<file path="src/rtl/e2prom_req_ctrl_if.sv">
// -----------------------------------------------------------------------------
// e2prom_req_ctrl_if
// Request/handshake bundle between the key-driven EEPROM request controller
// and the I2C master.
//   i2c_start_flag  ctrl -> i2c  start request, level until start_done
//   i2c_wr_flag     ctrl -> i2c  write transfer, level until key_done
//   i2c_rd_flag     ctrl -> i2c  read transfer, level until key_done
//   i2c_addr        ctrl -> i2c  EEPROM word address
//   i2c_data_wr     ctrl -> i2c  write data
//   start_done      i2c -> ctrl  start accepted (1-cycle pulse)
//   key_done        i2c -> ctrl  transfer complete (1-cycle pulse)
//   i2c_data_rd     i2c -> ctrl  read data, valid with key_done of a read
// -----------------------------------------------------------------------------
interface e2prom_req_ctrl_if #(
    parameter int unsigned ADDR_W = 16,
    parameter int unsigned DATA_W = 8
);
    logic              i2c_start_flag;
    logic              i2c_wr_flag;
    logic              i2c_rd_flag;
    logic [ADDR_W-1:0] i2c_addr;
    logic [DATA_W-1:0] i2c_data_wr;
    logic              start_done;
    logic              key_done;
    logic [DATA_W-1:0] i2c_data_rd;

    modport master (
        output i2c_start_flag, i2c_wr_flag, i2c_rd_flag, i2c_addr, i2c_data_wr,
        input  start_done, key_done, i2c_data_rd
    );

    modport slave (
        input  i2c_start_flag, i2c_wr_flag, i2c_rd_flag, i2c_addr, i2c_data_wr,
        output start_done, key_done, i2c_data_rd
    );
endinterface

</file>
<file path="src/rtl/e2prom_req_ctrl.sv">
// -----------------------------------------------------------------------------
// e2prom_req_ctrl
// Turns three debounced board keys (write, read, pointer-clear) into EEPROM
// request flags for the I2C master. A walking pointer selects the address
// inside a window of NUM_WORDS words starting at BASE_ADDR; every completed
// write bumps the write pattern. One press arriving during a transfer is
// parked in a pending slot; further presses are counted as dropped.
//
// Ports
//   clk, rstn        clock, asynchronous active-low reset
//   key_wr/rd/clr    raw active-low keys, asynchronous to clk
//   i2c              request/handshake bundle (master side)
//   rd_data          last captured read value
//   rd_valid         1-cycle pulse when rd_data updates
//   busy             transfer in progress (state != IDLE)
//   drop_cnt         discarded presses, saturating at 255
// -----------------------------------------------------------------------------
module e2prom_req_ctrl #(
    parameter int unsigned       CNT_MAX   = 20'd999_999,
    parameter int unsigned       ADDR_W    = 16,
    parameter int unsigned       DATA_W    = 8,
    parameter logic [ADDR_W-1:0] BASE_ADDR = '0,
    parameter int unsigned       NUM_WORDS = 16,
    parameter logic [DATA_W-1:0] DATA_INIT = DATA_W'(123)
) (
    input  logic                clk,
    input  logic                rstn,
    input  logic                key_wr,
    input  logic                key_rd,
    input  logic                key_clr,
    e2prom_req_ctrl_if.master   i2c,
    output logic [DATA_W-1:0]   rd_data,
    output logic                rd_valid,
    output logic                busy,
    output logic [7:0]          drop_cnt
);

    localparam int unsigned    CNT_W    = $clog2(CNT_MAX + 1);
    localparam int unsigned    PTR_W    = (NUM_WORDS > 1) ? $clog2(NUM_WORDS) : 1;
    localparam logic [CNT_W-1:0] CNT_FIRE = CNT_W'(CNT_MAX - 1);
    localparam logic [CNT_W-1:0] CNT_HOLD = CNT_W'(CNT_MAX);
    localparam logic [PTR_W-1:0] PTR_LAST = PTR_W'(NUM_WORDS - 1);

    localparam int KEY_WR  = 0;
    localparam int KEY_RD  = 1;
    localparam int KEY_CLR = 2;

    typedef enum logic [1:0] {
        ST_IDLE,
        ST_REQ,
        ST_WAIT
    } state_t;

    typedef enum logic [1:0] {
        OP_WR,
        OP_RD,
        OP_CLR
    } op_t;

    // Saturating add for the drop counter (up to three drops per cycle).
    function automatic logic [7:0] sat_add8(input logic [7:0] a, input logic [1:0] b);
        logic [8:0] s;
        s = {1'b0, a} + {7'b0, b};
        return s[8] ? 8'hFF : s[7:0];
    endfunction

    // Pointer advance with wrap inside the window.
    function automatic logic [PTR_W-1:0] ptr_inc(input logic [PTR_W-1:0] p);
        return (p == PTR_LAST) ? '0 : p + 1'b1;
    endfunction

    logic [2:0]       key_raw;
    logic [2:0]       key_meta_p0;
    logic [2:0]       key_sync_p1;
    logic [CNT_W-1:0] db_cnt [3];
    logic [2:0]       press;
    logic [1:0]       n_press;

    state_t            state, state_nxt;
    logic              pend_vld;
    op_t               pend_op;
    logic              op_rd;
    logic [PTR_W-1:0]  ptr;
    logic [DATA_W-1:0] pattern;

    logic              start_op;
    logic              start_rd;
    logic              do_clr;
    logic              xfer_done;
    logic              pend_take;
    logic              pend_store;
    op_t               pend_store_op;
    logic [1:0]        n_drop;

    assign key_raw = {key_clr, key_rd, key_wr};

    // ---- key synchroniser (2 flops) and per-key debounce -------------------
    // Keys idle high, so the sync flops reset to 1. The counter parks at
    // CNT_MAX after firing, so a held key yields a single press pulse.
    always_ff @(posedge clk or negedge rstn) begin
        if (!rstn) begin
            key_meta_p0 <= '1;
            key_sync_p1 <= '1;
            press       <= '0;
            for (int i = 0; i < 3; i++) begin
                db_cnt[i] <= '0;
            end
        end else begin
            key_meta_p0 <= key_raw;
            key_sync_p1 <= key_meta_p0;
            for (int i = 0; i < 3; i++) begin
                press[i] <= !key_sync_p1[i] && (db_cnt[i] == CNT_FIRE);
                if (key_sync_p1[i]) begin
                    db_cnt[i] <= '0;
                end else if (db_cnt[i] != CNT_HOLD) begin
                    db_cnt[i] <= db_cnt[i] + 1'b1;
                end
            end
        end
    end

    assign n_press = 2'(press[KEY_WR]) + 2'(press[KEY_RD]) + 2'(press[KEY_CLR]);

    // ---- request FSM: state register ---------------------------------------
    always_ff @(posedge clk or negedge rstn) begin
        if (!rstn) begin
            state <= ST_IDLE;
        end else begin
            state <= state_nxt;
        end
    end

    // ---- request FSM: next state and arbitration ---------------------------
    // Priority among same-cycle sources is pending > clr > wr > rd; every
    // press that loses is dropped. While busy, the highest-priority press
    // goes to the pending slot if it is free.
    always_comb begin
        state_nxt     = state;
        start_op      = 1'b0;
        start_rd      = 1'b0;
        do_clr        = 1'b0;
        xfer_done     = 1'b0;
        pend_take     = 1'b0;
        pend_store    = 1'b0;
        pend_store_op = OP_WR;
        n_drop        = '0;

        unique case (state)
            ST_IDLE: begin
                if (pend_vld) begin
                    pend_take = 1'b1;
                    n_drop    = n_press;
                    if (pend_op == OP_CLR) begin
                        do_clr = 1'b1;
                    end else begin
                        start_op  = 1'b1;
                        start_rd  = (pend_op == OP_RD);
                        state_nxt = ST_REQ;
                    end
                end else if (press[KEY_CLR]) begin
                    do_clr = 1'b1;
                    n_drop = n_press - 2'd1;
                end else if (press[KEY_WR]) begin
                    start_op  = 1'b1;
                    state_nxt = ST_REQ;
                    n_drop    = n_press - 2'd1;
                end else if (press[KEY_RD]) begin
                    start_op  = 1'b1;
                    start_rd  = 1'b1;
                    state_nxt = ST_REQ;
                end
            end
            ST_REQ: begin
                if (i2c.start_done) begin
                    state_nxt = ST_WAIT;
                end
            end
            ST_WAIT: begin
                if (i2c.key_done) begin
                    state_nxt = ST_IDLE;
                    xfer_done = 1'b1;
                end
            end
            default: begin
                state_nxt = ST_IDLE;
            end
        endcase

        if ((state != ST_IDLE) && (n_press != 2'd0)) begin
            if (!pend_vld) begin
                pend_store    = 1'b1;
                pend_store_op = press[KEY_CLR] ? OP_CLR :
                                press[KEY_WR]  ? OP_WR  : OP_RD;
                n_drop        = n_press - 2'd1;
            end else begin
                n_drop        = n_press;
            end
        end
    end

    // ---- datapath: pending slot, pointer, pattern, read capture ------------
    always_ff @(posedge clk or negedge rstn) begin
        if (!rstn) begin
            pend_vld <= 1'b0;
            pend_op  <= OP_WR;
            op_rd    <= 1'b0;
            ptr      <= '0;
            pattern  <= DATA_INIT;
            rd_data  <= '0;
            rd_valid <= 1'b0;
            drop_cnt <= '0;
        end else begin
            if (pend_take) begin
                pend_vld <= 1'b0;
            end else if (pend_store) begin
                pend_vld <= 1'b1;
                pend_op  <= pend_store_op;
            end

            if (start_op) begin
                op_rd <= start_rd;
            end

            if (do_clr) begin
                ptr     <= '0;
                pattern <= DATA_INIT;
            end else if (xfer_done) begin
                ptr <= ptr_inc(ptr);
                if (!op_rd) begin
                    pattern <= pattern + 1'b1;
                end
            end

            rd_valid <= xfer_done && op_rd;
            if (xfer_done && op_rd) begin
                rd_data <= i2c.i2c_data_rd;
            end

            drop_cnt <= sat_add8(drop_cnt, n_drop);
        end
    end

    // ---- outputs -----------------------------------------------------------
    // Address and data come straight from ptr/pattern, which only change in
    // IDLE, so they are stable for the whole request.
    assign busy               = (state != ST_IDLE);
    assign i2c.i2c_start_flag = (state == ST_REQ);
    assign i2c.i2c_wr_flag    = busy && !op_rd;
    assign i2c.i2c_rd_flag    = busy && op_rd;
    assign i2c.i2c_addr       = BASE_ADDR + ADDR_W'(ptr);
    assign i2c.i2c_data_wr    = pattern;

endmodule

</file>
<file path="src/flat_wrapper.sv">
// flat-port wrapper written by rule: the top's interface ports become plain ports
module e2prom_req_ctrl_flat 
#(
    parameter int unsigned       CNT_MAX   = 20'd999_999,
    parameter int unsigned       ADDR_W    = 16,
    parameter int unsigned       DATA_W    = 8,
    parameter logic [ADDR_W-1:0] BASE_ADDR = '0,
    parameter int unsigned       NUM_WORDS = 16,
    parameter logic [DATA_W-1:0] DATA_INIT = DATA_W'(123)
)
  (clk, rstn, key_wr, key_rd, key_clr, rd_data, rd_valid, busy, drop_cnt, i2c_i2c_start_flag, i2c_i2c_wr_flag, i2c_i2c_rd_flag, i2c_i2c_addr, i2c_i2c_data_wr, i2c_start_done, i2c_key_done, i2c_i2c_data_rd);
  e2prom_req_ctrl_if #(.ADDR_W(ADDR_W), .DATA_W(DATA_W)) i2c_i ();
  input  logic clk;
  input  logic rstn;
  input  logic key_wr;
  input  logic key_rd;
  input  logic key_clr;
  output logic [DATA_W-1:0] rd_data;
  output logic rd_valid;
  output logic busy;
  output logic [7:0] drop_cnt;
  output wire logic [$bits(i2c_i.i2c_start_flag)-1:0] i2c_i2c_start_flag;
  output wire logic [$bits(i2c_i.i2c_wr_flag)-1:0] i2c_i2c_wr_flag;
  output wire logic [$bits(i2c_i.i2c_rd_flag)-1:0] i2c_i2c_rd_flag;
  output wire logic [$bits(i2c_i.i2c_addr)-1:0] i2c_i2c_addr;
  output wire logic [$bits(i2c_i.i2c_data_wr)-1:0] i2c_i2c_data_wr;
  input wire logic [$bits(i2c_i.start_done)-1:0] i2c_start_done;
  input wire logic [$bits(i2c_i.key_done)-1:0] i2c_key_done;
  input wire logic [$bits(i2c_i.i2c_data_rd)-1:0] i2c_i2c_data_rd;
  assign i2c_i2c_start_flag = i2c_i.i2c_start_flag;
  assign i2c_i2c_wr_flag = i2c_i.i2c_wr_flag;
  assign i2c_i2c_rd_flag = i2c_i.i2c_rd_flag;
  assign i2c_i2c_addr = i2c_i.i2c_addr;
  assign i2c_i2c_data_wr = i2c_i.i2c_data_wr;
  assign i2c_i.start_done = i2c_start_done;
  assign i2c_i.key_done = i2c_key_done;
  assign i2c_i.i2c_data_rd = i2c_i2c_data_rd;
  e2prom_req_ctrl #(.CNT_MAX(CNT_MAX), .ADDR_W(ADDR_W), .DATA_W(DATA_W), .BASE_ADDR(BASE_ADDR), .NUM_WORDS(NUM_WORDS), .DATA_INIT(DATA_INIT)) u_core (.clk(clk), .rstn(rstn), .key_wr(key_wr), .key_rd(key_rd), .key_clr(key_clr), .i2c(i2c_i), .rd_data(rd_data), .rd_valid(rd_valid), .busy(busy), .drop_cnt(drop_cnt));
endmodule
</file>
<file path="config.mk">
export PLATFORM = sky130hd
export DESIGN_NAME = e2prom_req_ctrl_flat
export DESIGN_NICKNAME = d
export VERILOG_FILES = /design/src/rtl/e2prom_req_ctrl_if.sv /design/src/rtl/e2prom_req_ctrl.sv /design/src/flat_wrapper.sv
export SDC_FILE = /design/constraint.sdc
export NUM_CORES = 1
export LEC_CHECK = 0
export ABC_AREA = 0
export CAP_MARGIN = 20
export CELL_PAD_IN_SITES_DETAIL_PLACEMENT = 1
export CELL_PAD_IN_SITES_GLOBAL_PLACEMENT = 1
export CORE_AREA = 2 2 104 126
export DETAILED_ROUTE_END_ITERATION = 10
export DIE_AREA = 0 0 106 128
export PLACE_DENSITY = 0.9
export SETUP_SLACK_MARGIN = 0.2
export SLEW_MARGIN = 20
export SYNTH_ARGS = -nofsm -noshare
export SYNTH_HDL_FRONTEND = slang
export SYNTH_SLANG_ARGS = --single-unit
</file>
<file path="constraint.sdc">
create_clock -name clk -period 3.22 [get_ports clk]
set_input_delay 0.966 -clock clk [delete_from_list [all_inputs] [get_ports clk]]
set_output_delay 0.966 -clock clk [all_outputs]
set_load 0.005 [all_outputs]
</file>
=== Word level (Yosys, flattened, before mapping) ===
Cells that the tools add are included.

* Muxes and demuxes: 54
* $lt $le $gt $ge: 0
* Div/mod/pow operators: 0
* Shift operators: 0
* Bitwise operators: 1
* $add $sub $neg: 9
* Equality and inequality tests: 17
* Reductions and logical operators: 22
* $mul: 0

{| class="wikitable"
|+ Operator list
! cell !! number
|-
| $mux 20 || 6
|-
| $add 20x1->20 const B || 3
|-
| $eq 20x20->1 const B || 3
|-
| $ne 20x20->1 const B || 3
|-
| $mux 2 || 16
|-
| $mux 8 || 4
|-
| $mux 1 || 24
|-
| $reduce_bool 2->1 || 7
|-
| $mux 4 || 3
|-
| $add 8x2->9 || 1
|-
| $add 8x1->8 const B || 1
|-
| $logic_and 1x1->1 || 7
|-
| $ne 3x3->1 const B || 2
|-
| $pmux 2 s3 || 1
|-
| $reduce_and 5->1 || 1
|-
| $add 4x1->4 const B || 1
|-
| $eq 2x1->1 const B || 2
|-
| $eq 2x2->1 const B || 2
|-
| $eq 4x4->1 const B || 1
|-
| $logic_not 1->1 || 4
|-
| $ne 2x2->1 const B || 2
|-
| $ne 4x1->1 const B || 1
|-
| $reduce_and 2->1 || 2
|-
| $add 1x1->2 || 1
|-
| other kinds (5) || 5
|}

* Memories kept: 0
* Memory bits (read-only): 0
* Register bits: 104
* Word-level logic and storage cells: 118
* Bits in latches: 0
* RAM bits: 0
* Output and inout port bits: 45
* Input port bits: 15

=== Longest topological paths before layout ===
* Word-level depth: 10
* Gate-level depth with buffers: 11
* Mapped depth without buffers: 11

=== Worst setup path after synthesis ===
OpenSTA, ideal clock, no wires.

* Path type: reg-to-reg
* Start: reg u_core.press[0]
* End: reg u_core.drop_cnt[7]
* Cell stages (with the launch flop): 11
* Arrival: 2539 ps
* Slack: 556 ps
* Buffers on the path: 0
* Library setup time: 125 ps
* Period minus slack after synthesis: 2664 ps
* Data required time: 3095 ps
* Cells stage by stage: dfrtp_1 -> fa_1 -> inv_1 -> ha_1 -> nor3_1 -> a21oi_1 -> a21oi_1 -> ha_1 -> a21o_1 -> nand3_1 -> mux2_2

* Word-level cells in the longest chain between the ends: 10
* Elaborated cells on any way between the ends: 13
* Classes of those cells: add/sub: 4; mux: 7; reduce/logical: 2

{| class="wikitable"
|+ Ends and longest elaborated chain
! element !! RTL line !! RTL
|-
| start: declaration || e2prom_req_ctrl.sv:76 || <nowiki>logic [2:0] press;</nowiki>
|-
| start signal: indexed assignment || e2prom_req_ctrl.sv:112 || <nowiki>press[i] <= !key_sync_p1[i] && (db_cnt[i] == CNT_FIRE);</nowiki>
|-
| $add 1x1->2 || e2prom_req_ctrl.sv:122 || <nowiki>assign n_press = 2'(press[KEY_WR]) + 2'(press[KEY_RD]) + 2'(press[KEY_CLR]);</nowiki>
|-
| $add 2x1->2 || e2prom_req_ctrl.sv:122 ||
|-
| $sub 2x1->2 || e2prom_req_ctrl.sv:162, e2prom_req_ctrl.sv:166, e2prom_req_ctrl.sv:194 ||
|-
| $mux 2 || e2prom_req_ctrl.sv:163 || <nowiki>end else if (press[KEY_WR]) begin</nowiki>
|-
| $mux 2 || e2prom_req_ctrl.sv:160 || <nowiki>end else if (press[KEY_CLR]) begin</nowiki>
|-
| $mux 2 || e2prom_req_ctrl.sv:150 || <nowiki>if (pend_vld) begin</nowiki>
|-
| $mux 2 || e2prom_req_ctrl.sv:148 || <nowiki>unique case (state)</nowiki>
|-
| $mux 2 * || e2prom_req_ctrl.sv:189 || <nowiki>if ((state != ST_IDLE) && (n_press != 2'd0)) begin</nowiki>
|-
| $add 8x2->9 * || e2prom_req_ctrl.sv:63 || <nowiki>s = {1'b0, a} + {7'b0, b};</nowiki>
|-
| $mux 8 * || e2prom_req_ctrl.sv:64 || <nowiki>return s[8] ? 8'hFF : s[7:0];</nowiki>
|-
| end signal: assignment || e2prom_req_ctrl.sv:239 || <nowiki>drop_cnt <= sat_add8(drop_cnt, n_drop);</nowiki>
|-
| end: declaration || e2prom_req_ctrl.sv:35 || <nowiki>output logic [7:0] drop_cnt</nowiki>
|}

Every way passes the cells marked *; elsewhere a longest branch is shown, timed or not.
A chain may end at the register's enable or synchronous reset.

=== Final worst setup path ===
Same ends and word-level chain as after synthesis.

==> impl_metrics.xml <==
<?xml version="1.0" encoding="UTF-8"?>
<metrics>
  <group name="yosys">
    <metric name="ys_warn_count" unit="">0</metric>
    <metric name="post-synth-top-area-fraction" unit="%">43.1</metric>
    <metric name="syn-instance-count" unit="">534</metric>
    <metric name="synth.most_common_cell" unit="">sky130_fd_sc_hd__dfrtp_1</metric>
    <metric name="synth.yosys.seq_area_share" unit="%">49.0</metric>
    <metric name="synth_commonest_cells" unit="">sky130_fd_sc_hd__dfrtp_1 (92), sky130_fd_sc_hd__nand2_1 (47), sky130_fd_sc_hd__nor2_1 (46)</metric>
    <metric name="synth.ff_latch_count" unit="">104</metric>
    <metric name="synth_largest_area_cell" unit="">sky130_fd_sc_hd__dfrtp_1</metric>
    <metric name="post_synth_instance_area" unit="µm²">5350</metric>
    <metric name="edff_count_synth" unit="">0</metric>
    <metric name="synth.lib_cells_used.distinct" unit="">53</metric>
    <metric name="syn_avg_cell_area" unit="µm²">10.0</metric>
    <metric name="synth-async-reset-ratio" unit="%">100</metric>
    <metric name="post_synth_main_area_contributors" unit="">sky130_fd_sc_hd__dfrtp_1 (43%), sky130_fd_sc_hd__dfstp_2 (5.9%), sky130_fd_sc_hd__a21oi_1 (3.6%), sky130_fd_sc_hd__nand2_1 (3.3%), sky130_fd_sc_hd__nor2_1 (3.2%)</metric>
    <metric name="yosys_most_used_dff" unit="">sky130_fd_sc_hd__dfrtp_1</metric>
  </group>
  <group name="outcome">
    <metric name="status" unit="">finished, final reports clean</metric>
  </group>
  <group name="place">
    <metric name="detailedPlace.worstSlack" unit="ns">0.178</metric>
    <metric name="dp.final_hpwl" unit="µm">9490</metric>
    <metric name="buffer_ports.inserted" unit="">47</metric>
    <metric name="dp_cells" unit="">735</metric>
    <metric name="routabilityCongestion" unit="">0.829</metric>
    <metric name="dpl-instance-area" unit="µm²">5950</metric>
  </group>
  <group name="drt">
    <metric name="route.detailed.drc" unit="">0</metric>
    <metric name="initialDrtViolationCount" unit="">203</metric>
    <metric name="vias" unit="">4227</metric>
    <metric name="wl_per_cell" unit="µm">17.6</metric>
    <metric name="wirelength" unit="µm">13300</metric>
    <metric name="firstDrtPassIters" unit="">4</metric>
    <metric name="detail_route.vias_per_cell" unit="">5.63</metric>
    <metric name="ant_nets" unit="">0</metric>
  </group>
  <group name="sta">
    <metric name="min_period_over_period" unit="%">91.0</metric>
    <metric name="hold-worst-slack" unit="ns">0.357</metric>
    <metric name="timing.setup.tns" unit="ns">0</metric>
    <metric name="hold_viol" unit="">0</metric>
    <metric name="clock.fmax" unit="MHz">341</metric>
    <metric name="layout_setup_ws" unit="ns">0.289</metric>
    <metric name="period_minus_slack" unit="ns">2.93</metric>
    <metric name="relative_max_transition_margin" unit="%">49.9</metric>
    <metric name="timing_worst_slew_pin_value" unit="ns">0.752</metric>
    <metric name="final_max_slew_viol_count" unit="">0</metric>
    <metric name="setup_viol" unit="">0</metric>
    <metric name="finalClockSkew" unit="ns">0.00431</metric>
    <metric name="grt_setup_unrepaired" unit="">yes</metric>
  </group>
  <group name="cts">
    <metric name="htree_levels" unit="">3</metric>
    <metric name="cts_setup_buffers" unit="">0</metric>
    <metric name="clock_tree_root" unit="">sky130_fd_sc_hd__clkbuf_16</metric>
    <metric name="clock_tree.buffer_depth" unit="">2</metric>
    <metric name="tritoncts" unit="">built</metric>
    <metric name="clock-sinks" unit="">104</metric>
    <metric name="hold_buffers" unit="">0</metric>
    <metric name="insertion_delay" unit="ns">0.35</metric>
    <metric name="numCtsBuffers" unit="">9</metric>
    <metric name="clkTransAtPathRegs" unit="ns">0.07</metric>
  </group>
  <group name="critical_path">
    <metric name="crit_type" unit="">flip-flop to flip-flop</metric>
    <metric name="cp-end-kind" unit="">flip-flop</metric>
    <metric name="timing.critical_path.arrival" unit="ns">3.17</metric>
    <metric name="ff2ff_setup_slack" unit="ns">0.29</metric>
    <metric name="start_kind" unit="">flip-flop</metric>
    <metric name="reg2regPathDepth" unit="">10</metric>
    <metric name="critical_path.reg2reg.startpoint" unit="">u_core.press[0]</metric>
    <metric name="crit-reg2reg-capture" unit="">u_core.drop_cnt[7]</metric>
    <metric name="highest_net_fanout_along_the_worst_path" unit="">4</metric>
    <metric name="timing.critical_path.required" unit="ns">3.46</metric>
  </group>
  <group name="global_routing">
    <metric name="grt_max_degree" unit="">57</metric>
    <metric name="grt_pass1_wl" unit="µm">22500</metric>
    <metric name="grt_antenna_before_repair" unit="">0</metric>
    <metric name="grtUsageTotal" unit="%">20.8</metric>
    <metric name="grt-ovfl-total" unit="">0</metric>
    <metric name="grt_pass1_vias" unit="">4622</metric>
  </group>
  <group name="power">
    <metric name="power.total" unit="mW">2.72</metric>
    <metric name="leakage" unit="nW">2.65</metric>
    <metric name="power_density" unit="nW/µm²">435</metric>
    <metric name="max-vdd-ir-drop" unit="µV">217</metric>
  </group>
  <group name="die">
    <metric name="std_cell_rows" unit="">45</metric>
    <metric name="die_y" unit="µm">128</metric>
    <metric name="start_util" unit="%">43.0</metric>
    <metric name="floorplan.core_area" unit="µm²">12400</metric>
    <metric name="full_die_area" unit="µm²">13600</metric>
    <metric name="die_width" unit="µm">106</metric>
    <metric name="ioPinCount" unit="">60</metric>
  </group>
  <group name="final_layout">
    <metric name="layout.core_utilization" unit="%">50.3</metric>
    <metric name="stdcell_count" unit="">751</metric>
    <metric name="drive_above_1_share" unit="%">10.4</metric>
    <metric name="final_area" unit="µm²">6260</metric>
    <metric name="num-fill-cells" unit="">1394</metric>
    <metric name="synthToLayoutAreaGrowth" unit="%">17.0</metric>
    <metric name="antennaDiodeCount" unit="">0</metric>
    <metric name="num-nets-final" unit="">611</metric>
  </group>
  <group name="min_path">
    <metric name="hold_path_startpoint" unit="">u_core.key_meta_p0[0]</metric>
    <metric name="worstHoldPathType" unit="">flip-flop to flip-flop</metric>
    <metric name="worst_hold_path.endpoint" unit="">u_core.key_sync_p1[0]</metric>
    <metric name="worst_hold_path.num_cells" unit="">0</metric>
  </group>
  <group name="job">
    <metric name="maxCapViolCount" unit="">0</metric>
  </group>
</metrics>
-- cells by family (layout without fill, tap and decap cells) --
group                    after synthesis  count (layout)  synth area share [%]
AO/OA/AOI/OAI                         79              79                  8.24
XOR/XNOR                              32              32                  5.24
adder cells (fa/ha/maj)               14              14                  3.56
buffers and inverters                 43              85                  3.93
flip-flops                           104             104                  49.0
multiplexers                          24              24                  4.96
other                                  1              12                0.0702
AND/OR/NAND/NOR                      237             237                  25.0
-- timing repair --
item	CTS	global route
hold endpoints to repair	0	0
setup endpoints to repair	0	2
resized for setup	0	2
-- power breakdown --
part / switching (mW) / total, mW / internal, mW
Sequential: 0.0664 / 1.42 / 1.35
Clock: 0.507 / 1.11 / 0.604
Combinational: 0.0834 / 0.188 / 0.105
Total: 0.656 / 2.72 / 2.06
-- state kept, by name, indices dropped and copies added (netlist names) --
signal                  flops
u_core.rd_data              8
u_core.rd_valid             1
u_core.key_meta_p0          3
u_core.pend_vld             1
u_core.op_rd                1
u_core.pend_op              2
u_core.state                2
u_core.key_sync_p1          3
u_core.i2c.i2c_data_wr      8
u_core.ptr                  4
u_core.db_cnt              60
u_core.drop_cnt             8
u_core.press                3
-- per-layer routing --
| layer | track usage [%] | vias up | part of all wire [%] |
|---|---|---|---|
| met5 | 0 | - | 0 |
| met4 | 9.60 | 0 | 2.3 |
| met3 | 2.64 | 18 | 2.6 |
| met2 | 38.8 | 78 | 55 |
| met1 | 23.4 | 2153 | 41 |
| li1 | - | 1978 | - |
-- cell usage in the layout, fill, tap and decap left out, types with 8 or more instances in the layout --
master,synthesis,routed
sky130_fd_sc_hd__a21oi_1,38,37
sky130_fd_sc_hd__inv_1,16,16
sky130_fd_sc_hd__nor2b_1,9,9
sky130_fd_sc_hd__xnor2_1,13,13
sky130_fd_sc_hd__dfstp_2,12,12
sky130_fd_sc_hd__and3_1,8,8
sky130_fd_sc_hd__clkdlybuf4s50_1,0,46
sky130_fd_sc_hd__or3_1,19,19
sky130_fd_sc_hd__nand2_1,47,47
sky130_fd_sc_hd__conb_1,1,12
sky130_fd_sc_hd__nand3_1,21,21
sky130_fd_sc_hd__ha_1,12,12
sky130_fd_sc_hd__nand4_1,20,20
sky130_fd_sc_hd__nand2b_1,9,9
sky130_fd_sc_hd__clkbuf_16,0,9
sky130_fd_sc_hd__and4_1,10,10
sky130_fd_sc_hd__o21ai_0,20,20
sky130_fd_sc_hd__dfrtp_1,92,92
sky130_fd_sc_hd__nor2_1,46,45
sky130_fd_sc_hd__xor2_1,19,19
sky130_fd_sc_hd__nor3_1,11,11
sky130_fd_sc_hd__mux2_2,13,13
-- critical path, cell delays in order, from the launching register on --
cell and delay [ns]:
sky130_fd_sc_hd__dfrtp_1 0.43, sky130_fd_sc_hd__fa_1 0.61, sky130_fd_sc_hd__inv_1 0.06, sky130_fd_sc_hd__ha_1 0.27, sky130_fd_sc_hd__nor3_1 0.26, sky130_fd_sc_hd__a21oi_1 0.10, sky130_fd_sc_hd__a21oi_2 0.19, sky130_fd_sc_hd__ha_1 0.27
sky130_fd_sc_hd__a21o_1 0.19, sky130_fd_sc_hd__nand3_1 0.10, sky130_fd_sc_hd__mux2_2 0.33
-- worst max-delay path by stage --
stage | end | startpoint | slack [ns] | depth (start not counted)
floorplan | u_core.drop_cnt[7] | u_core.press[0] | 0.56 | 10
global placement | u_core.drop_cnt[7] | u_core.press[0] | 0.47 | 10
detailed placement | u_core.drop_cnt[7] | u_core.press[0] | 0.18 | 10
CTS | u_core.drop_cnt[7] | u_core.press[0] | 0.21 | 10
global route | u_core.drop_cnt[7] | u_core.press[0] | 0.19 | 10
finish | u_core.drop_cnt[7] | u_core.press[0] | 0.29 | 10
-- layout make-up --
type	count	area [µm²]	share of cell area, %
multi-input combinational	398	2560	41.0
clock inverter	7	70.1	1.12
tap	164	205	3.28
timing repair buffer	53	513	8.20
sequential	104	2620	41.8
inverter	16	60.1	0.960
clock buffer	9	225	3.60
Note: power is estimated with default switching activity, not from simulation.
